## config.mk

```make
export PLATFORM = sky130hd
export DESIGN_NAME = instr_fetch
export DESIGN_NICKNAME = d
export VERILOG_FILES = /design/src/rtl/instr_fetch.sv
export SDC_FILE = /design/constraint.sdc
export NUM_CORES = 1
export LEC_CHECK = 0
export ABC_AREA = 1
export CAP_MARGIN = 20
export CORE_MARGIN = 2
export CORE_UTILIZATION = 40
export DETAILED_ROUTE_END_ITERATION = 7
export GPL_ROUTABILITY_DRIVEN = 0
export MAX_ROUTING_LAYER = met4
export PLACE_DENSITY = 0.81
export SYNTH_ARGS = -nofsm -noshare
export SYNTH_HDL_FRONTEND = slang
export SYNTH_SLANG_ARGS = --single-unit
```

## constraint.sdc

```tcl
create_clock -name clk -period 1.5 [get_ports clk]
set_input_delay 0.3 -clock clk [delete_from_list [all_inputs] [get_ports clk]]
set_output_delay 0.3 -clock clk [all_outputs]
set_load 0.02 [all_outputs]
```

## src/rtl/instr_fetch.sv

```systemverilog
// Instruction fetch unit: PC register, req/ack instruction-memory port, valid/ready output to decode.
// Optional IFETCH_PREDECODE_EN: stall after beq/bne until the branch resolves (no wrong-path fetch).
module instr_fetch #(
    parameter logic [31:0] RESET_PC = 32'h0000_0000
) (
    input  logic        clk,
    input  logic        rst_n,
    output logic        imem_req,
    output logic [31:0] imem_addr,
    input  logic        imem_ack,
    input  logic [31:0] imem_rdata,
    output logic        instr_valid,
    input  logic        instr_ready,
    output logic [31:0] instr,
    output logic [5:0]  opcode,
    output logic [31:0] pc_out,
    input  logic        br_valid,
    input  logic        br_taken,
    input  logic [31:0] br_target,
    output logic [1:0]  dbg_state
);

    // Handshakes: a memory word transfers on a cycle with imem_req && imem_ack;
    // an instruction transfers to decode on a cycle with instr_valid && instr_ready.
    typedef enum logic [1:0] {
        IDLE  = 2'd0,
        FETCH = 2'd1,
        HOLD  = 2'd2
`ifdef IFETCH_PREDECODE_EN
        , WAIT_BR = 2'd3
`endif
    } state_e;

    state_e      state_q, state_d;
    logic [31:0] pc_q, pc_d;
    logic [31:0] instr_q, instr_d;
    logic [31:0] pc_out_q, pc_out_d;
    logic        valid_q, valid_d;
    logic        redirect;
    logic [31:0] target_word;
    logic        unused_target_bits;

    assign target_word        = {br_target[31:2], 2'b00};
    assign unused_target_bits = ^br_target[1:0];
    assign redirect           = br_valid && br_taken && (state_q != IDLE);

`ifdef IFETCH_PREDECODE_EN
    logic is_branch;
    // beq = 000100, bne = 000101
    assign is_branch = (instr_q[31:27] == 5'b00010);
`endif

    always_ff @(posedge clk or negedge rst_n) begin
        if (!rst_n) begin
            state_q  <= IDLE;
            pc_q     <= RESET_PC;
            instr_q  <= 32'd0;
            pc_out_q <= 32'd0;
            valid_q  <= 1'b0;
        end else begin
            state_q  <= state_d;
            pc_q     <= pc_d;
            instr_q  <= instr_d;
            pc_out_q <= pc_out_d;
            valid_q  <= valid_d;
        end
    end

    always_comb begin
        state_d  = state_q;
        pc_d     = pc_q;
        instr_d  = instr_q;
        pc_out_d = pc_out_q;
        valid_d  = valid_q;
        case (state_q)
            IDLE: state_d = FETCH;
            FETCH: begin
                // A same-cycle redirect wins: the returned word is wrong-path.
                if (imem_ack && !redirect) begin
                    instr_d  = imem_rdata;
                    pc_out_d = pc_q;
                    pc_d     = pc_q + 32'd4;
                    valid_d  = 1'b1;
                    state_d  = HOLD;
                end
            end
            HOLD: begin
                if (valid_q && instr_ready) begin
                    valid_d = 1'b0;
                    state_d = FETCH;
`ifdef IFETCH_PREDECODE_EN
                    if (is_branch) state_d = WAIT_BR;
`endif
                end
            end
`ifdef IFETCH_PREDECODE_EN
            WAIT_BR: begin
                if (br_valid) state_d = FETCH;
            end
`endif
            default: state_d = FETCH;
        endcase
        // Redirect applies after any same-cycle decode handshake has been counted.
        if (redirect) begin
            pc_d    = target_word;
            valid_d = 1'b0;
            state_d = FETCH;
        end
    end

    assign imem_req    = (state_q == FETCH);
    assign imem_addr   = pc_q;
    assign instr_valid = valid_q;
    assign instr       = instr_q;
    assign opcode      = instr_q[31:26];
    assign pc_out      = pc_out_q;
    assign dbg_state   = state_q;

endmodule
```

; Word-level counts from Yosys, hierarchy flattened
; Index checks and enable logic that the tools add are counted.
[totals]
input_bits = 70
output_inout_bits = 106
reg_bits = 99
word_cells = 34
[classes]
n_addsub = 1
muxes = 11
n_eq_ne = 4
n_reduce_logical = 13
[ops]
columns = cell, n
row1 = two-way mux 32 bit, 3
row2 = adder 32 x 3 -> 32 bit (second input constant), 1
row3 = two-way mux 2 bit, 3
row4 = AND reduction 2 bit, 3
row5 = nonzero test 2 bit, 3
row6 = logical AND 1 bit, 4
row7 = one-hot mux 2 bit (2 select lines), 1
row8 = two-way mux 1 bit, 3
row9 = != test 3 x 1 -> 1 bit (second input constant), 1
row10 = != test 3 bit (second input constant), 1
row11 = AND reduction 3 bit, 1
row12 = nonzero test 3 bit, 1
row13 = == test 2 x 1 -> 1 bit (second input constant), 1
row14 = == test 2 bit (second input constant), 1
row15 = one-hot mux 1 bit (2 select lines), 1
row16 = zero test 1 bit, 1

; Logic depth before layout (Yosys ltp)
; Gate-level depths: netlist (run 1).
[logic_depth]
depth_word = 7
ltp_mapped = 10
depth_no_buf = 10

; Least setup slack after synthesis (run 1)
; OpenSTA, ideal clock, no wires.
[synth_path]
path_kind = register to register
start = reg pc_q[3], in the netlist imem_addr[3]
end = reg pc_q[26], in the netlist imem_addr[26]
setup_ns = 0.124
setup_slack_ns = -0.119
path_stages_with_launch = 11
synth_period_minus_slack_ns = 1.619
t_required_ns = 1.376
n_path_buf = 0
arrival_ns = 1.495
cell_sequence = dfrtp_1 -> ha_1 -> nand2_1 -> nor2_1 -> nand2_1 -> nor2_2 -> nand2_1 -> nand2_1 -> nand2_1 -> nand2_1 -> nand3_1
[synth_between]
elab_chain_cells = 4
[synth_rtl]
columns = item, line
row1 = start: declaration, 35  ; logic [31:0] pc_q, pc_d;
row2 = start signal: assignment, 62  ; pc_q <= pc_d;
row3 = adder 32 x 3 -> 32 bit, 82  ; pc_d = pc_q + 32'd4;
row4 = two-way mux 32 bit, 79  ; if (imem_ack && !redirect) begin
row5 = two-way mux 32 bit, 75  ; case (state_q)
row6 = two-way mux 32 bit, 104  ; if (redirect) begin
; No other way between the ends. The select of a mux whose other input is x is not followed.
; A chain may end at the register's enable or synchronous reset.

; Final worst setup path (run 1)
[layout_path]
start = reg pc_q[23], in the netlist imem_addr[23]
end = reg pc_q[29], in the netlist imem_addr[29]
; The elaborated chain is that of the path after synthesis.

==> impl_metrics.yaml, run 1 <==
layout:
  final_util_pct: 61.8
  final_cell_area_mm2: 0.00699
  synthToLayoutAreaGrowth_pct: 51.6
  drive_gt1_share_pct: 12.3
  instances_no_fill: 934
  final_nets: 857
  diodes: 0
synthesis:
  synth_area_mm2: 0.00461
  synthCells: 598
  synth_seq_area_share_pct: 51.5
  ys_ff_latch: 95
  avgSynthCellArea_um2: 7.71
  yosysUniqueCellTypes: 27
  yosysWarningCount: 0
timing:
  timing.fmax_mhz: 659
  layout_setup_ws_ns: -0.0173
  finClkSkew_ns: 0.00592
  fin_hold_ws_ns: 0.0120
  hold_viol_final: 0
  setup_tns_ns: -0.0186
  post-route-period-util_pct: 101
  period_needed_ns: 1.52
  rsz0062_at_grt: "yes"
  setup_viol: 2
  slew_viol_final: 0
power:
  vdd_drop_max_mv: 0.874
  total_power_mw: 12.7
  powerDensity_mw_per_mm2: 1820
  combPwrFrac_pct: 46.0
  clockPowerShare_pct: 18.3
  p_sw_share_pct: 42.7
  p_leak_nw: 3.48
  switching_power_mw: 5.42
  seq_power_share_pct: 35.8
  p_int_mw: 7.29
drt:
  vias: 4705
  wire_per_inst_um: 15.0
  drc_errors: 0
  antenna_left: 0
  drt_first_pass_iters: 5
  drtIter0Drc: 359
  vias_per_cell: 5.04
  wl_um: 14000
clocking:
  numCtsBuffers: 9
  cts_root_buffer: "clkbuf_16"
  clock_latency_ns: 0.34
  htree_levels: 3
  cts_hold_buf: 0
  clock-sinks: 95
  cts.path.max_buffers: 2
  cts_tree: "yes"
  clkSlewWorstSetupHoldPaths_ns: 0.07
placed_design:
  hpwl_um: 10300
  port_buffers: 169
  dp.cells: 914
  dpl_cell_area_mm2: 0.00665
  dp_slack_ns: -0.333
worst_setup_path:
  setup.worst_path.class: "reg2reg"
  worst_setup_path_end_kind: "register"
  start_kind: "register"
  path_common_cell: "nand2_1"
  arrival_ns: 1.75
  path_cells: "nand2_1 > nor2_1 > nand2_1 > nor2_1 > nand2_1 > nand2_1 > nand3_1 > nand2_1 > nand2_1"
  cp_top_family: "simple AND/OR/NAND/NOR gates"
  cp_max_fo: 4
  required_ns: 1.73
  critPathBufInv: 0
  slowest_stage: "dfrtp_1"
  cp_slowest_stage_delay_ns: 0.43
grt:
  grt_pass1_wl_um: 22700
  grt_overflow: 0
  grt_usage_pct: 23.3
  grt_start_max_net_pins: 96
  grt_pass1_vias: 4605
  antenna_found_initial: 0
floorplan:
  ios: 176
  floorplan.initialDensity_pct: 40.7
  die_w_um: 111
  die_area_mm2: 0.0124
  design.core.area_mm2: 0.0113
  rows: 39
  die_y_um: 111
status:
  outcome: "finished with violations"
  violations: "setup timing"
flow_run:
  max_cap_viol_count: 0
min_path:
  hold_path_class: "in2async"
## logic make-up (layout without fill, tap and decap cells)
kind of cell / count (synthesis) / after routing / share of synthesized area (%)
buffers and inverters: 77 / 267 / 7.57
and+or+nand+nor: 352 / 352 / 30.8
DFF: 95 / 95 / 51.5
xor gates and xnor gates: 13 / 13 / 2.47
AOI/OAI and AO/OA: 59 / 59 / 7.32
adders and majority gates: 1 / 1 / 0.271
other: 1 / 4 / 0.0813
## Yosys cell counts
master    count  area share (%)
nor2_4        2            0.49
nand2_1     263              21
buf_2        12             1.3
o221ai_1      2            0.38
inv_2         3            0.24
nand2_2       1            0.14
a21oi_1       1            0.11
xor2_1       12             2.3
conb_1        1           0.081
o211ai_1      7             1.1
buf_4        12             2.0
nor2_1       40             3.3
nand3_1      28             3.0
nor3_1        2            0.22
inv_1        42             3.4
o21bai_1      6            0.98
dfrtp_1      95              52
ha_1          1            0.27
o21ai_1      13             1.4
clkbuf_1      8            0.65
nand4_1       7            0.95
o21a_1        1            0.16
xnor2_1       1            0.19
nand3b_1      2            0.33
and2_1        1            0.14
o21ai_0      29             3.1
nor2_2        6            0.81
## layout make-up
type                       instances  area, µm²
clock inverter                     4       53.8
inverter                          45        175
clock buffer                      12        246
fill                            1013       4330
timing repair buffer             206       1930
multi-input combinational        429       2010
tap                              143        179
sequential                        95       2390
## timing repair
action	4_1_cts	5_1_grt
setup buffers	1	3
resized for setup	117	40
setup endpoints to repair	119	84
pin swaps	3	6
gates cloned	0	0
## registers in the layout (all words and copies together) (netlist names)
register and cells:
instr 32, instr_valid 1, dbg_state 2, pc_out 30
imem_addr 30
## layer usage
| metal | vias to the layer above | GRT usage [%] | wire length [µm] |
|---|---|---|---|
| li1 | 2234 | - | - |
| met1 | 2208 | 29.5 | 5890 |
| met2 | 218 | 37.1 | 6770 |
| met3 | 45 | 3.38 | 837 |
| met4 | 0 | 11.2 | 522 |
| met5 | - | - | 0 |
## worst paths after layout
kind                       cells after the start     startpoint  slack (ns)       endpoint
min in group clk                               2      pc_out[8]        0.47      pc_out[8]
min                                            2          rst_n        0.01      pc_out[4]
max                                            9  imem_addr[23]       -0.02  imem_addr[29]
max reg2reg                                    9  imem_addr[23]       -0.02  imem_addr[29]
max in group asynchronous                      2          rst_n        1.09   dbg_state[1]
min reg2reg                                    2      pc_out[8]        0.47      pc_out[8]
## power by group through the flow
| stage | sequential [mW] | clock (mW) | combinational [mW] |
|---|---|---|---|
| after floorplan | 5.76 | 0 | 1.85 |
| after global placement | 4.51 | 0 | 6.33 |
| after detailed placement | 4.56 | 0 | 6.48 |
| after CTS | 4.50 | 2.37 | 5.77 |
| after global routing | 4.70 | 2.47 | 6.33 |
| final | 4.55 | 2.32 | 5.84 |
## cell usage in the layout, fill, tap and decap left out, types with 6 or more instances in the layout
cell | synthesis | routed
nand2_1 | 263 | 258
clkbuf_16 | 0 | 9
nand4_1 | 7 | 7
buf_12 | 0 | 6
nor2_4 | 2 | 12
nor2_1 | 40 | 29
o21ai_0 | 29 | 25
dfrtp_1 | 95 | 84
o21ai_1 | 13 | 16
inv_1 | 42 | 40
clkdlybuf4s50_1 | 0 | 66
dfrtp_2 | 0 | 11
nand3_1 | 28 | 28
dlygate4sd2_1 | 0 | 97
xor2_1 | 12 | 12
o211ai_1 | 7 | 7
nor2_2 | 6 | 7
buf_4 | 12 | 28
o21bai_1 | 6 | 6
Power figures use the tool's default switching activity.
==> run 2, diff against run 1 <==
CTS_CLUSTER_DIAMETER = 200   (was unset)
==> results of run 2 <==
No change in the layout: final DEF, timing and power equal those of run 1.
==> run 3, diff against run 2 <==
CTS_BUF_LIST = sky130_fd_sc_hd__clkbuf_8 sky130_fd_sc_hd__clkbuf_16   (was unset)
TNS_END_PERCENT = 10   (was unset)
==> impl_metrics.yaml, run 3 (synthesis gave the netlist of run 1 again) <==
power:
  vdd_drop_max_mv: 0.873
  combPwrFrac_pct: 46.0
  p_leak_nw: 3.47
  p_sw_share_pct: 42.7
  seq_power_share_pct: 35.8
  switching_power_mw: 5.41
  clockPowerShare_pct: 18.2
  total_power_mw: 12.7
  powerDensity_mw_per_mm2: 1820
  p_int_mw: 7.27
timing:
  slew_headroom_pct: 66.4
  finClkSkew_ns: 0.00558
  setup_tns_ns: -0.0294
  slew_viol_final: 0
  layout_setup_ws_ns: -0.0247
  fin_hold_ws_ns: -0.00490
  setup_viol: 2
  timing.fmax_mhz: 656
  period_needed_ns: 1.52
  rsz0062_at_grt: "yes"
  worst_pin_slew_ns: 0.504
  post-route-period-util_pct: 102
  hold_viol_final: 1
layout:
  final_nets: 857
  diodes: 0
  drive_gt1_share_pct: 12.1
  largest_reg_flops: 32
  final_util_pct: 61.7
  layout_common_cells: "nand2_1, dlygate4sd2_1, dfrtp_1"
  final_common_cell: "nand2_1"
  synthToLayoutAreaGrowth_pct: 51.3
floorplan:
  design.core.area_mm2: 0.0113
  die_w_um: 111
  floorplan.initialDensity_pct: 40.7
  rows: 39
  ios: 176
  die_y_um: 111
  die_area_mm2: 0.0124
worst_setup_path:
  cp_max_fo: 5
  r2r_slack_ns: -0.02
  worst_setup_path_end_kind: "register"
  arrival_ns: 1.76
  required_ns: 1.73
  setup.worst_path.class: "reg2reg"
  r2r_end: "imem_addr[29]"
  r2r-start: "imem_addr[26]"
  reg2regPathDepth: 9
  start_kind: "register"
grt:
  grt_start_max_net_pins: 96
  grt_pass1_wl_um: 22500
  grt_pass1_vias: 4586
  grt_overflow: 0
  antenna_found_initial: 0
  grt_usage_pct: 23.1
status:
  outcome: "finished with violations"
  violations: "hold timing, setup timing"
clocking:
  htree_levels: 3
  clock-sinks: 95
  clkSlewWorstSetupHoldPaths_ns: 0.06
  cts_root_buffer: "clkbuf_16"
  cts_tree: "yes"
  numCtsBuffers: 9
  clock_latency_ns: 0.34
  cts.path.max_buffers: 2
drt:
  vias_per_cell: 5.04
  drc_errors: 0
  drtIter0Drc: 390
  wl_um: 14000
  vias: 4706
  drt_first_pass_iters: 5
  wire_per_inst_um: 14.9
  antenna_left: 0
flow_run:
  max_cap_viol_count: 0
min_path:
  hold_path_class: "in2async"
placed_design:
  dp_slack_ns: -0.333
  hpwl_um: 10300
  port_buffers: 169
-- run 3: how the worst max path moves through the flow --
stage / startpoint / endpoint / slack [ns] / cells past startpoint
CTS: imem_addr[3] / imem_addr[28] / -0.04 / 10
global route: imem_addr[18] / imem_addr[29] / -0.07 / 9
floorplan: imem_addr[3] / imem_addr[26] / -0.004 / 10
detailed placement: br_taken / instr_valid / -0.33 / 10
global placement: br_valid / instr_valid / -0.24 / 10
finish: imem_addr[26] / imem_addr[29] / -0.02 / 9
-- run 3: layer usage --
| layer | track usage [%] | vias up | routed length [µm] | share of wire [%] |
|---|---|---|---|---|
| met5 | - | - | 0 | 0 |
| met1 | 29.2 | 2229 | 5880 | 42 |
| met2 | 37.2 | 208 | 6720 | 48 |
| met4 | 10.7 | 0 | 469 | 3.4 |
| li1 | - | 2234 | - | - |
| met3 | 3.38 | 35 | 886 | 6.3 |
-- run 3: power by group through the flow --
stage	Clock [mW]	Combinational (mW)	Sequential, mW
detailed placement	0	6.48	4.56
CTS	2.35	5.72	4.49
floorplan	0	1.85	5.76
global placement	0	6.33	4.51
global route	2.46	6.33	4.69
finish	2.30	5.84	4.54
-- run 3: worst max-delay path: stages, from the launching register on --
cell	delay, ns
dfrtp_1	0.46
nand2_1	0.08
nor2_1	0.22
nand2_1	0.10
nor2_1	0.19
nand2_1	0.09
nand2_1	0.08
nand3_1	0.08
nand2_1	0.07
nand2_1	0.05
-- run 3: repair_timing --
item                                    4_1_cts  5_1_grt
cloned                                        0        0
gates resized for setup                     109       45
pin swaps                                     3        6
endpoints found under the setup margin      119       86
hold buffers                                  0        0
buffers inserted                              0        4
-- run 3: final cells by class --
type	count	area [µm²]
Fill cell	1016	4340
Clock inverter	6	61.3
Sequential cell	95	2390
Inverter	45	175
Tap cell	143	179
Multi-Input combinational cell	429	2000
Timing Repair Buffer	206	1930
Clock buffer	10	239
-- run 3: metrics by stage --
stage,area (µm²),hold WS [ns],cells
floorplan,4640,0.00441,601
global placement,6650,0.391,914
detailed placement,6650,0.400,914
CTS,6830,0.0304,930
global route,6980,0.0564,934
finish,6980,-0.00490,934
